<file path="src/rtl/riscv_tag_check.sv">
// Tag-check unit: flags tagged operands on stores, loads and jalr,
// raises a held exception request and keeps violation statistics.
module riscv_tag_check #(
    parameter int TCR_ST_ADDR = 0,
    parameter int TCR_ST_SRC  = 1,
    parameter int TCR_LD_ADDR = 2,
    parameter int TCR_JALR    = 3,
    parameter int CNT_W       = 16
) (
    input  logic             clk,
    input  logic             rst,
    input  logic [31:0]      tcr_i,
    input  logic             check_valid_i,
    input  logic [1:0]       check_type_i,
    input  logic             tag_a_i,
    input  logic             tag_b_i,
    input  logic [31:0]      pc_i,
    input  logic             exc_ack_i,
    input  logic             clear_i,
    output logic             exc_req_o,
    output logic [31:0]      exc_pc_o,
    output logic [1:0]       exc_cause_o,
    output logic             stall_o,
    output logic             sticky_o,
    output logic [CNT_W-1:0] viol_cnt_o
);

    typedef enum logic {
        IDLE = 1'b0,
        REQ  = 1'b1
    } state_t;

    state_t state;
    state_t state_nxt;
    logic   viol;
    logic   accept;

    // Detect a tag violation for the instruction class currently in EX.
    always_comb begin
        viol = 1'b0;
        if (check_valid_i) begin
            unique case (check_type_i)
                2'b00: viol = (tcr_i[TCR_ST_ADDR] & tag_a_i)
                            | (tcr_i[TCR_ST_SRC] & tag_b_i);
                2'b01: viol = tcr_i[TCR_LD_ADDR] & tag_a_i;
                2'b10: viol = tcr_i[TCR_JALR] & tag_a_i;
                default: viol = 1'b0;
            endcase
        end
    end

    // Only one violation may be outstanding; later ones are dropped.
    assign accept = (state == IDLE) && viol;

    // Next-state logic: request is held until the controller acks it.
    always_comb begin
        state_nxt = state;
        unique case (state)
            IDLE: if (viol) state_nxt = REQ;
            REQ:  if (exc_ack_i) state_nxt = IDLE;
            default: state_nxt = IDLE;
        endcase
    end

    // State register.
    always_ff @(posedge clk) begin
        if (rst) state <= IDLE;
        else     state <= state_nxt;
    end

    assign exc_req_o = (state == REQ);
    assign stall_o   = (state == REQ);

    // Capture the offending PC and class on acceptance; hold otherwise.
    always_ff @(posedge clk) begin
        if (rst) begin
            exc_pc_o    <= '0;
            exc_cause_o <= '0;
        end else if (accept) begin
            exc_pc_o    <= pc_i;
            exc_cause_o <= check_type_i;
        end
    end

    // Saturating violation counter and sticky flag; a same-cycle
    // accept wins over clear so the new violation is not lost.
    always_ff @(posedge clk) begin
        if (rst) begin
            viol_cnt_o <= '0;
            sticky_o   <= 1'b0;
        end else if (accept) begin
            sticky_o <= 1'b1;
            if (clear_i)
                viol_cnt_o <= CNT_W'(1);
            else if (viol_cnt_o != {CNT_W{1'b1}})
                viol_cnt_o <= viol_cnt_o + CNT_W'(1);
        end else if (clear_i) begin
            viol_cnt_o <= '0;
            sticky_o   <= 1'b0;
        end
    end

endmodule
</file>
<file path="config.mk">
export PLATFORM = sky130hd
export DESIGN_NAME = riscv_tag_check
export DESIGN_NICKNAME = d
export VERILOG_FILES = /design/src/rtl/riscv_tag_check.sv
export SDC_FILE = /design/constraint.sdc
export NUM_CORES = 1
export LEC_CHECK = 0
export ABC_AREA = 1
export BUFFER_PORTS_ARGS = -buffer_cell sky130_fd_sc_hd__buf_2
export CAP_MARGIN = 20
export CORE_ASPECT_RATIO = 0.6
export CORE_UTILIZATION = 45
export DETAILED_ROUTE_END_ITERATION = 8
export HOLD_SLACK_MARGIN = 0.1
export MAX_ROUTING_LAYER = met4
export PLACE_DENSITY_LB_ADDON = 0.08
export SLEW_MARGIN = 0
export SYNTH_ARGS = -nofsm -noshare
export SYNTH_HDL_FRONTEND = slang
export SYNTH_SLANG_ARGS = --single-unit
</file>
<file path="constraint.sdc">
create_clock -name clk -period 2 [get_ports clk]
set_clock_uncertainty 0.1 [all_clocks]
set_input_delay 0.4 -clock clk [delete_from_list [all_inputs] [get_ports clk]]
set_output_delay 0.4 -clock clk [all_outputs]
set_load 0.02 [all_outputs]
</file>
==> run summary, run 1 <==
The run finished with clean final reports. The tool flagged a number of max-cap violations equal to 0. The layout overhead on the synthesized area is 27.6%. The setup fix buffers added after clock tree synthesis is 0. The cell-internal power is approximately 1.4 mW.

In the final layout, the multi-input gates occupy ~1200 um2. In this run, the number of DRC markers left after iteration 0 of detailed routing was between 100 and 150. The number of DRC violations after detailed routing is 0.

The net count of the mapped netlist came out at approximately 410. The area of the die came out at 5650 um2. The analysis attributes to net switching a power of approximately 0.53 mW. The clock reaches the later pin of the worst-skew pair after approximately 0.30 ns. The post-place setup slack came out at about 0.02 ns. The clock sink count is 52. The proportion of power drawn by flip-flops and latches is 0.559. The flip-flop and latch area is approximately 1000 um2.

The maximum ir drop on the vdd rail is 0.369 mV. The aggregate negative setup slack is 0 ns. The TritonCTS clock tree is built. The largest area contributor in the netlist is sky130_fd_sc_hd__dfxtp_1. Clock tree synthesis inserted a total of 5 buffers.

The slew at the pin closest to its max-slew limit is about 0.50 ns. The net count of the finished layout is approximately 510. The hold buffer count at CTS is 0. The number of antenna violations at the first check in global routing is 0. The final clock period utilization by the worst path is 0.877.

The root buffer cell chosen for the clock tree is sky130_fd_sc_hd__clkbuf_8. After clock tree synthesis, the clock-pin slew on the worst setup and hold paths is ~0.090 ns. STA classifies the critical path endpoint as a flop. The commonest cells after synthesis are sky130_fd_sc_hd__nor2_1 (80), sky130_fd_sc_hd__dfxtp_1 (52), sky130_fd_sc_hd__nand2_1 (49), sky130_fd_sc_hd__o21ai_0 (34), sky130_fd_sc_hd__inv_1 (23). The setup path with the least slack is of type reg2reg. Of all nets on the critical path, the largest fanout is 15. The floorplan has 20 rows.

The repair_antennas step left the layout with diodes totalling 0. The first-pass iteration count of the detailed router is 4. The post-synthesis async set-or-reset flop share is 0. The number of filler cells placed in the layout is 503. The number of flops mapped to enable cells by yosys is 0.

The maximum level of the CTS H-tree came out at 2. Of the synthesized area, sequential elements account for 0.433. In this run the standard cell core region covers slightly above 5000 um2. Setup repair after global routing left no endpoint under its margin. The maximum number of pins on one net before global-route repair came out at 35. Based on the critical path, the design can be clocked at up to about 570 MHz.

The cell area that synthesis handed to floorplanning was roughly 2400 um2. Detailed routing inserted a total of 2404 vias. The routed wire length came out at between 5000 and 6000 um. The unique cell type count in the Yosys netlist is 30. For this run, the share of the core covered by cells in the final layout is 0.601.

The post-cts resize count came out at 0. The total of buffers placed on input and output ports is 97. For the worst setup path, the data required time is between 2 and 2.5 ns. The fraction of final layout cells sized beyond drive strength 1 came out at 0.310.

The wire-length estimate of the detail-placed layout is about 4400 um. Measured along the y axis, the die boundary spans 58.6 um. In the routed layout, each cell is associated on average with a via count of 4.86. The starting utilization of the core area is 0.471. Sorting the synthesized cells by area gives the leading types as sky130_fd_sc_hd__dfxtp_1 (43%), sky130_fd_sc_hd__nor2_1 (12%), sky130_fd_sc_hd__nand2_1 (7.6%). The flip-flop and latch count after synthesis is 52.

The total congestion overflow is 0. The via count of the first global-routing pass is around 2000. The width of the die came out at roughly 96 um. Of the post-synthesis cell area, the dominant cell type holds 0.433. Dividing total power by cell area gives a power density of ~640 nW/um2.

The type of the most critical hold path is in2reg. The average wire per cell in the routed design is between 10 and 15 um. The count of nets left with antenna violations after detail routing is 0.

The number of buffers on the longest clock path is 2. STA classifies the critical path startpoint as a flop. For this run, the number of Yosys warnings is 0. The leakage component of the power is roughly 1.5 nW. The average size of a mapped cell came out at about 7.3 um2. The logic gate share of total power is 0.153. The number of max-slew violations in the final report is 0. The worst setup margin came out at between 0.2 and 0.25 ns. The share of total power dissipated in the clock network is 0.288.

In the post-synthesis netlist, the cell with the most instances is sky130_fd_sc_hd__nor2_1. The arrival time at the worst endpoint came out at about 1.9 ns. For this design the top-level I/O count stands at around 130. The global-route usage over all layers came out at 0.229. The total power after layout came out at approximately 2 mW. In this run the tightest slew margin relative to its limit is 0.669. The first-pass GRT wire length came out at between 9000 and 10000 um.

The cell count after synthesis is around 330. The final count of hold timing violations came out at 0. After layout, the minimum clock period comes to 1.75 ns.

The most common flop cell mapped by yosys is sky130_fd_sc_hd__dfxtp_1. The final weighted congestion in routability-driven placement is about 0.9. The total of endpoints with negative setup slack in the final report came out at 0.

The switching share of power came out at 0.270.
stage by stage:
stage | std cells | hold WS, ns | area [um2]
after CTS | 495 | 0.233 | 3070
after floorplan | 328 | 0.445 | 2400
after global routing | 495 | 0.244 | 3070
final | 495 | 0.238 | 3070
after global placement | 488 | 0.353 | 2990
after detailed placement | 488 | 0.367 | 2990
worst paths after layout:
path / slack (ns) / cells after the start / from / to
setup / recovery: 0.25 / 9 / viol_cnt_o[0]$_SDFFE_PP0P_ / viol_cnt_o[11]$_SDFFE_PP0P_
hold / removal: 0.24 / 3 / pc_i[30] / exc_pc_o[30]$_SDFFE_PP0P_
setup reg to reg: 0.25 / 9 / viol_cnt_o[0]$_SDFFE_PP0P_ / viol_cnt_o[11]$_SDFFE_PP0P_
hold reg to reg: 0.38 / 2 / exc_pc_o[3]$_SDFFE_PP0P_ / exc_pc_o[3]$_SDFFE_PP0P_
power by group through the flow:
| stage | clock network [mW] | logic [mW] | registers, mW |
|---|---|---|---|
| finish | 0.565 | 0.300 | 1.10 |
| global route | 0.622 | 0.336 | 1.10 |
| CTS | 0.587 | 0.302 | 1.10 |
| detailed placement | 0 | 0.302 | 1.12 |
| global placement | 0 | 0.298 | 1.12 |
| floorplan | 0 | 0.131 | 1.17 |
cell families (layout without fill, tap and decap cells):
| group | Yosys count | after routing | share of synthesized area |
|---|---|---|---|
| and+or+nand+nor | 173 | 173 | 0.329 |
| buffers and inverters | 38 | 139 | 0.0708 |
| adders and majority gates | 4 | 4 | 0.0208 |
| DFF | 52 | 52 | 0.433 |
| AOI/OAI and AO/OA | 56 | 56 | 0.128 |
| xor gates and xnor gates | 5 | 5 | 0.0182 |
per-layer routing:
layer,global-route usage,share of wire,vias up
li1,-,-,1251
met1,0.311,0.51,1071
met2,0.347,0.42,77
met3,0.0556,0.067,5
met4,0.0504,0.0059,0
met5,-,0,-
critical path: stages (launching register included):
cell and delay (ns):
sky130_fd_sc_hd__dfxtp_1 0.42, sky130_fd_sc_hd__ha_1 0.23, sky130_fd_sc_hd__nand2_2 0.12, sky130_fd_sc_hd__nor2_8 0.19, sky130_fd_sc_hd__nand4_4 0.15, sky130_fd_sc_hd__nand2_4 0.22, sky130_fd_sc_hd__nand2_1 0.11, sky130_fd_sc_hd__nand2_1 0.08
sky130_fd_sc_hd__nand2_1 0.04, sky130_fd_sc_hd__inv_1 0.04
placed cells by master, fill, tap and decap left out, types with 2 or more instances in the layout:
cell type	synthesis	final
sky130_fd_sc_hd__buf_2	3	97
sky130_fd_sc_hd__nand4_1	8	8
sky130_fd_sc_hd__nand2_2	5	5
sky130_fd_sc_hd__a21oi_2	3	3
sky130_fd_sc_hd__a21oi_1	11	11
sky130_fd_sc_hd__dfxtp_1	52	52
sky130_fd_sc_hd__nand3_1	20	20
sky130_fd_sc_hd__xor2_1	4	4
sky130_fd_sc_hd__inv_1	23	23
sky130_fd_sc_hd__nor2_1	80	80
sky130_fd_sc_hd__nand2_1	49	49
sky130_fd_sc_hd__o21ai_0	34	34
sky130_fd_sc_hd__buf_4	2	11
sky130_fd_sc_hd__o21ai_1	6	6
sky130_fd_sc_hd__clkbuf_8	0	5
sky130_fd_sc_hd__ha_1	4	4
sky130_fd_sc_hd__nor3_1	2	2
registers in the layout (all words and copies together) (netlist names):
register     flops
viol_cnt_o      16
exc_req_o        1
exc_pc_o        32
exc_cause_o      2
sticky_o         1
area by class of cell:
| type | instances | area share |
|---|---|---|
| multi-input combinational | 238 | 0.389 |
| sequential | 52 | 0.339 |
| timing repair buffer | 109 | 0.192 |
| inverter | 23 | 0.0281 |
| tap | 66 | 0.0269 |
| clock buffer | 6 | 0.0236 |
| clock inverter | 1 | 0.00163 |
Power figures use the tool's default switching activity.
==> run 2, diff against run 1 <==
--- a/config.mk
+++ b/config.mk
@@ -5,11 +5,10 @@
 export SDC_FILE = /design/constraint.sdc
 export NUM_CORES = 1
 export LEC_CHECK = 0
-export ABC_AREA = 1
 export BUFFER_PORTS_ARGS = -buffer_cell sky130_fd_sc_hd__buf_2
 export CAP_MARGIN = 20
 export CORE_ASPECT_RATIO = 0.6
-export CORE_UTILIZATION = 45
+export CORE_UTILIZATION = 44
 export DETAILED_ROUTE_END_ITERATION = 8
 export HOLD_SLACK_MARGIN = 0.1
 export MAX_ROUTING_LAYER = met4
==> run 2 against run 1 <==
Largest cell class unchanged; setup slack worse by 0.14 ns; maximum frequency down 7.3%; largest power group unchanged; register-to-register slack worse by 0.08 ns; synthesized cell count decreased by 19%; critical endpoint is now exc_pc_o[1]$_SDFFE_PP0P_; highest routed layer unchanged; sequential share of layout area is 0.66 points higher; count of clock-buffer cells in the layout unchanged; routed wire length is 5.2% lower.
==> run summary, run 2 <==
The total of endpoints with negative setup slack in the final report is 0. The minimum hold slack came out at approximately 0.22 ns. The clock buffer count from CTS came out at 5.

The net count of the mapped netlist is around 340. The placed standard-cell area is approximately 2900 um2. The average size of a mapped cell is about 8.5 um2. The register-to-register setup slack is roughly 0.17 ns.

After synthesis the netlist holds a flip-flop and latch count of 52. The relative max-transition margin is 0.722. The row count came out at 19. For the pin with the worst max-slew slack, the measured transition is about 0.42 ns. The area fraction in compound gates after synthesis is 0.196. The total non-filler cell area in the finished layout came out at 3010 um2.

The worst endpoint required time is 2.08 ns. The critical path ends at exc_pc_o[1]$_SDFFE_PP0P_. Leaving out filler cells and counting taps, the final layout contains ~430.

The maximum level of the CTS H-tree is 2. Tracing the worst setup path back leads to its startpoint at check_type_i[0]. The number of DRC violations after detailed routing came out at 0.

For this design the top-level I/O count stands at roughly 130. The commonest non-fill, non-tap cell in the layout is sky130_fd_sc_hd__buf_2. The via count of the first global-routing pass was between 1500 and 2000.

0 antenna diodes ended up in the layout. The post-synthesis async set-or-reset flop share is 0. The area of the mapped netlist is about 2200 um2. The fraction of final layout cells sized beyond drive strength 1 is 0.369. The global-route usage over all layers is 0.224.

The number of violations reported at the end of detailed-routing iteration 0 came out at 59. The floorplan step defined a die boundary enclosing roughly 5400 um2. Of the synthesized area, sequential elements account for 0.465. TritonCTS built the clock tree.

The sum of net half-perimeters after detailed placement came out at ~4200 um. The die boundary height came out at 57.3 um. The routed via count is 2184. The count of nets left with antenna violations after detail routing is 0. In this run the static leakage power is between 1 and 1.5 nW. In the layout the commonest cells are sky130_fd_sc_hd__buf_2 (97), sky130_fd_sc_hd__nand2_1 (79), sky130_fd_sc_hd__dfxtp_1 (52). The first-pass iteration count of the detailed router came out at 4.

The cell count after synthesis came out at ~270. The kind of critical path is in2reg. The clock root buffer is sky130_fd_sc_hd__clkbuf_8. The first-pass GRT wire length is approximately 9000 um. The routed wire length is about 5700 um. In the post-synthesis netlist, the biggest area contributors are sky130_fd_sc_hd__dfxtp_1 (46%), sky130_fd_sc_hd__nand2_1 (13%), sky130_fd_sc_hd__a21oi_1 (8.3%). In the post-synthesis netlist, the cell with the most instances is sky130_fd_sc_hd__nand2_1. The warning count from the yosys run is 0. The final count of hold timing violations was 0. The register with the most flip-flops in the layout has 32 of them. The final clock period utilization by the worst path is 0.947. Of the post-synthesis cell area, the dominant cell type holds 0.465.

The worst setup path is captured at a flop. The maximum number of pins on one net before global-route repair came out at 40. The number of antenna violations at the first check in global routing came out at 0. The width of the die came out at ~94 um.

The shortest period the worst path allows is between 1.5 and 2 ns. In the final layout, the registers with the most flip-flops are exc_pc_o x32, viol_cnt_o x16, exc_cause_o x2. The arrival time at the worst endpoint came out at 1.97 ns. The register ranked first by flip-flop count is exc_pc_o.

The worst flop-to-flop path startpoint is viol_cnt_o[11]$_SDFFE_PP0P_. The total of buffers placed on input and output ports came out at between 90 and 100. Once routing completed, OpenROAD measured the worst setup slack at 0.107 ns. The parity-gate share of the synthesized area counting xor and xnor cells came out at 0.0156. Across the run, the number of max-cap violations was 0.

The type of element launching the critical path is an input pin. The placed cell count is 426. For this run, the leading register cell type out of synthesis is sky130_fd_sc_hd__dfxtp_1. The clock transition at the registers of the reported paths is roughly 0.1 ns. Of the total synthesized cell area, the portion taken by AND, OR, NAND and NOR gates is 0.234. By area, the combinational part of the netlist is dominated by simple AND/OR/NAND/NOR gates. The total number of nets in the final design is 447.

The layout overhead on the synthesized area is 34.4%. The maximum ir drop on the vdd rail is roughly 0.34 mV. The worst hold path belongs to the class in2reg. The post-place setup slack is -0.282 ns. The clock sink count came out at 52.

The maximum net fanout on the critical path is 22. The unique cell type count in the Yosys netlist is just over 40. The number of buffers on the longest clock path came out at 2.

The number of flops mapped to enable cells by yosys came out at 0. The via density per instance is around 5. The power density over the cells is a little under 700 nW/um2. The final weighted congestion in routability-driven placement is ~0.83. The later-pin clock latency in the skew report is between 0.3 and 0.4 ns. Setup repair after global routing left no endpoint under its margin.

The total congestion overflow came out at 0. The number of max-slew violations in the final report is 0. In this run the critical register-to-register path is captured at viol_cnt_o[0]$_SDFFE_PP0P_. The largest total area in the synthesized netlist belongs to sky130_fd_sc_hd__dfxtp_1. The multiplexer area fraction after synthesis is 0.00503.

The number of cells on the worst reg-to-reg path is 5. The adder-cell share of the synthesized area came out at 0.0223. In the synthesized netlist, the cells that appear most often are sky130_fd_sc_hd__nand2_1 (79), sky130_fd_sc_hd__dfxtp_1 (52), sky130_fd_sc_hd__a21oi_1 (37), sky130_fd_sc_hd__clkbuf_1 (7), sky130_fd_sc_hd__inv_1 (7). After detailed routing, the average wire length per cell comes to roughly 13 um. The layout has 447 filler cells.

The initial utilization of the core area, before any placement, comes to 0.473. The maximum clock rate came out at 528 MHz. The area of the placeable core came out at 4730 um2. The flow ran to the end, and the final reports show no timing, DRC or antenna violations.
==> run 2: repair_timing <==
| action | CTS | global route |
|---|---|---|
| hold endpoints to repair | 0 | 0 |
| setup endpoints to repair | 0 | 24 |
| hold buffers | 0 | 0 |
| gates resized for setup | 0 | 2 |
| buffers inserted | 0 | 0 |
==> run 2: worst min-delay path by stage <==
stage,cells past startpoint,end,from
finish,3,exc_pc_o[24]$_SDFFE_PP0P_,pc_i[24]
global route,3,exc_pc_o[21]$_SDFFE_PP0P_,pc_i[21]
CTS,3,exc_pc_o[31]$_SDFFE_PP0P_,pc_i[31]
detailed placement,2,exc_pc_o[12]$_SDFFE_PP0P_,exc_pc_o[12]$_SDFFE_PP0P_
global placement,2,exc_pc_o[7]$_SDFFE_PP0P_,exc_pc_o[7]$_SDFFE_PP0P_
floorplan,2,exc_cause_o[1]$_SDFFE_PP0P_,exc_cause_o[1]$_SDFFE_PP0P_
==> run 2: cell families after synthesis <==
group                    Yosys count
AO/OA/AOI/OAI                     68
XOR/XNOR                           4
adder cells (fa/ha/maj)            4
buffers and inverters             25
flip-flops                        52
multiplexers                       1
AND/OR/NAND/NOR                  111
==> run 2: final cells by class <==
class                           instances  area (um2)  area share
Multi-Input combinational cell        188        1080       0.358
Sequential cell                        52        1040       0.346
Timing Repair Buffer                  116         666       0.221
Clock buffer                            6        82.6      0.0274
Tap cell                               63        78.8      0.0262
Clock inverter                          2        38.8      0.0129
Inverter                                7        26.3     0.00873
==> run 2: worst max-delay path, cell delays in order <==
cell and delay [ns]:
sky130_fd_sc_hd__buf_2 0.12, sky130_fd_sc_hd__inv_2 0.07, sky130_fd_sc_hd__ha_4 0.12, sky130_fd_sc_hd__mux2_2 0.32
sky130_fd_sc_hd__a32o_1 0.28, sky130_fd_sc_hd__and2_2 0.25, sky130_fd_sc_hd__buf_4 0.23, sky130_fd_sc_hd__nand2_1 0.09
sky130_fd_sc_hd__a21oi_1 0.06
==> run 2: through the flow <==
stage | setup TNS [ns] | utilization | power [mW]
floorplan | 0 | - | 1.22
global placement | -8.47 | 0.610 | 1.32
detailed placement | -10.61 | 0.610 | 1.32
CTS | 0 | 0.635 | 2.09
global route | 0 | 0.636 | 2.16
finish | 0 | 0.636 | 2.06
==> run 2: layer usage <==
metal / part of all wire / global-route usage / up-vias / wire [um]
li1: - / - / 1127 / -
met1: 0.50 / 0.303 / 980 / 2810
met2: 0.41 / 0.322 / 72 / 2330
met5: 0 / - / - / 0
met4: 0.0063 / 0.0527 / 0 / 36
met3: 0.086 / 0.0773 / 5 / 486
==> run 2: power breakdown <==
part           internal, mW  switching, mW  total [mW]
clock network         0.410          0.356       0.766
registers              1.06         0.0115        1.07
logic                0.0975          0.130       0.228
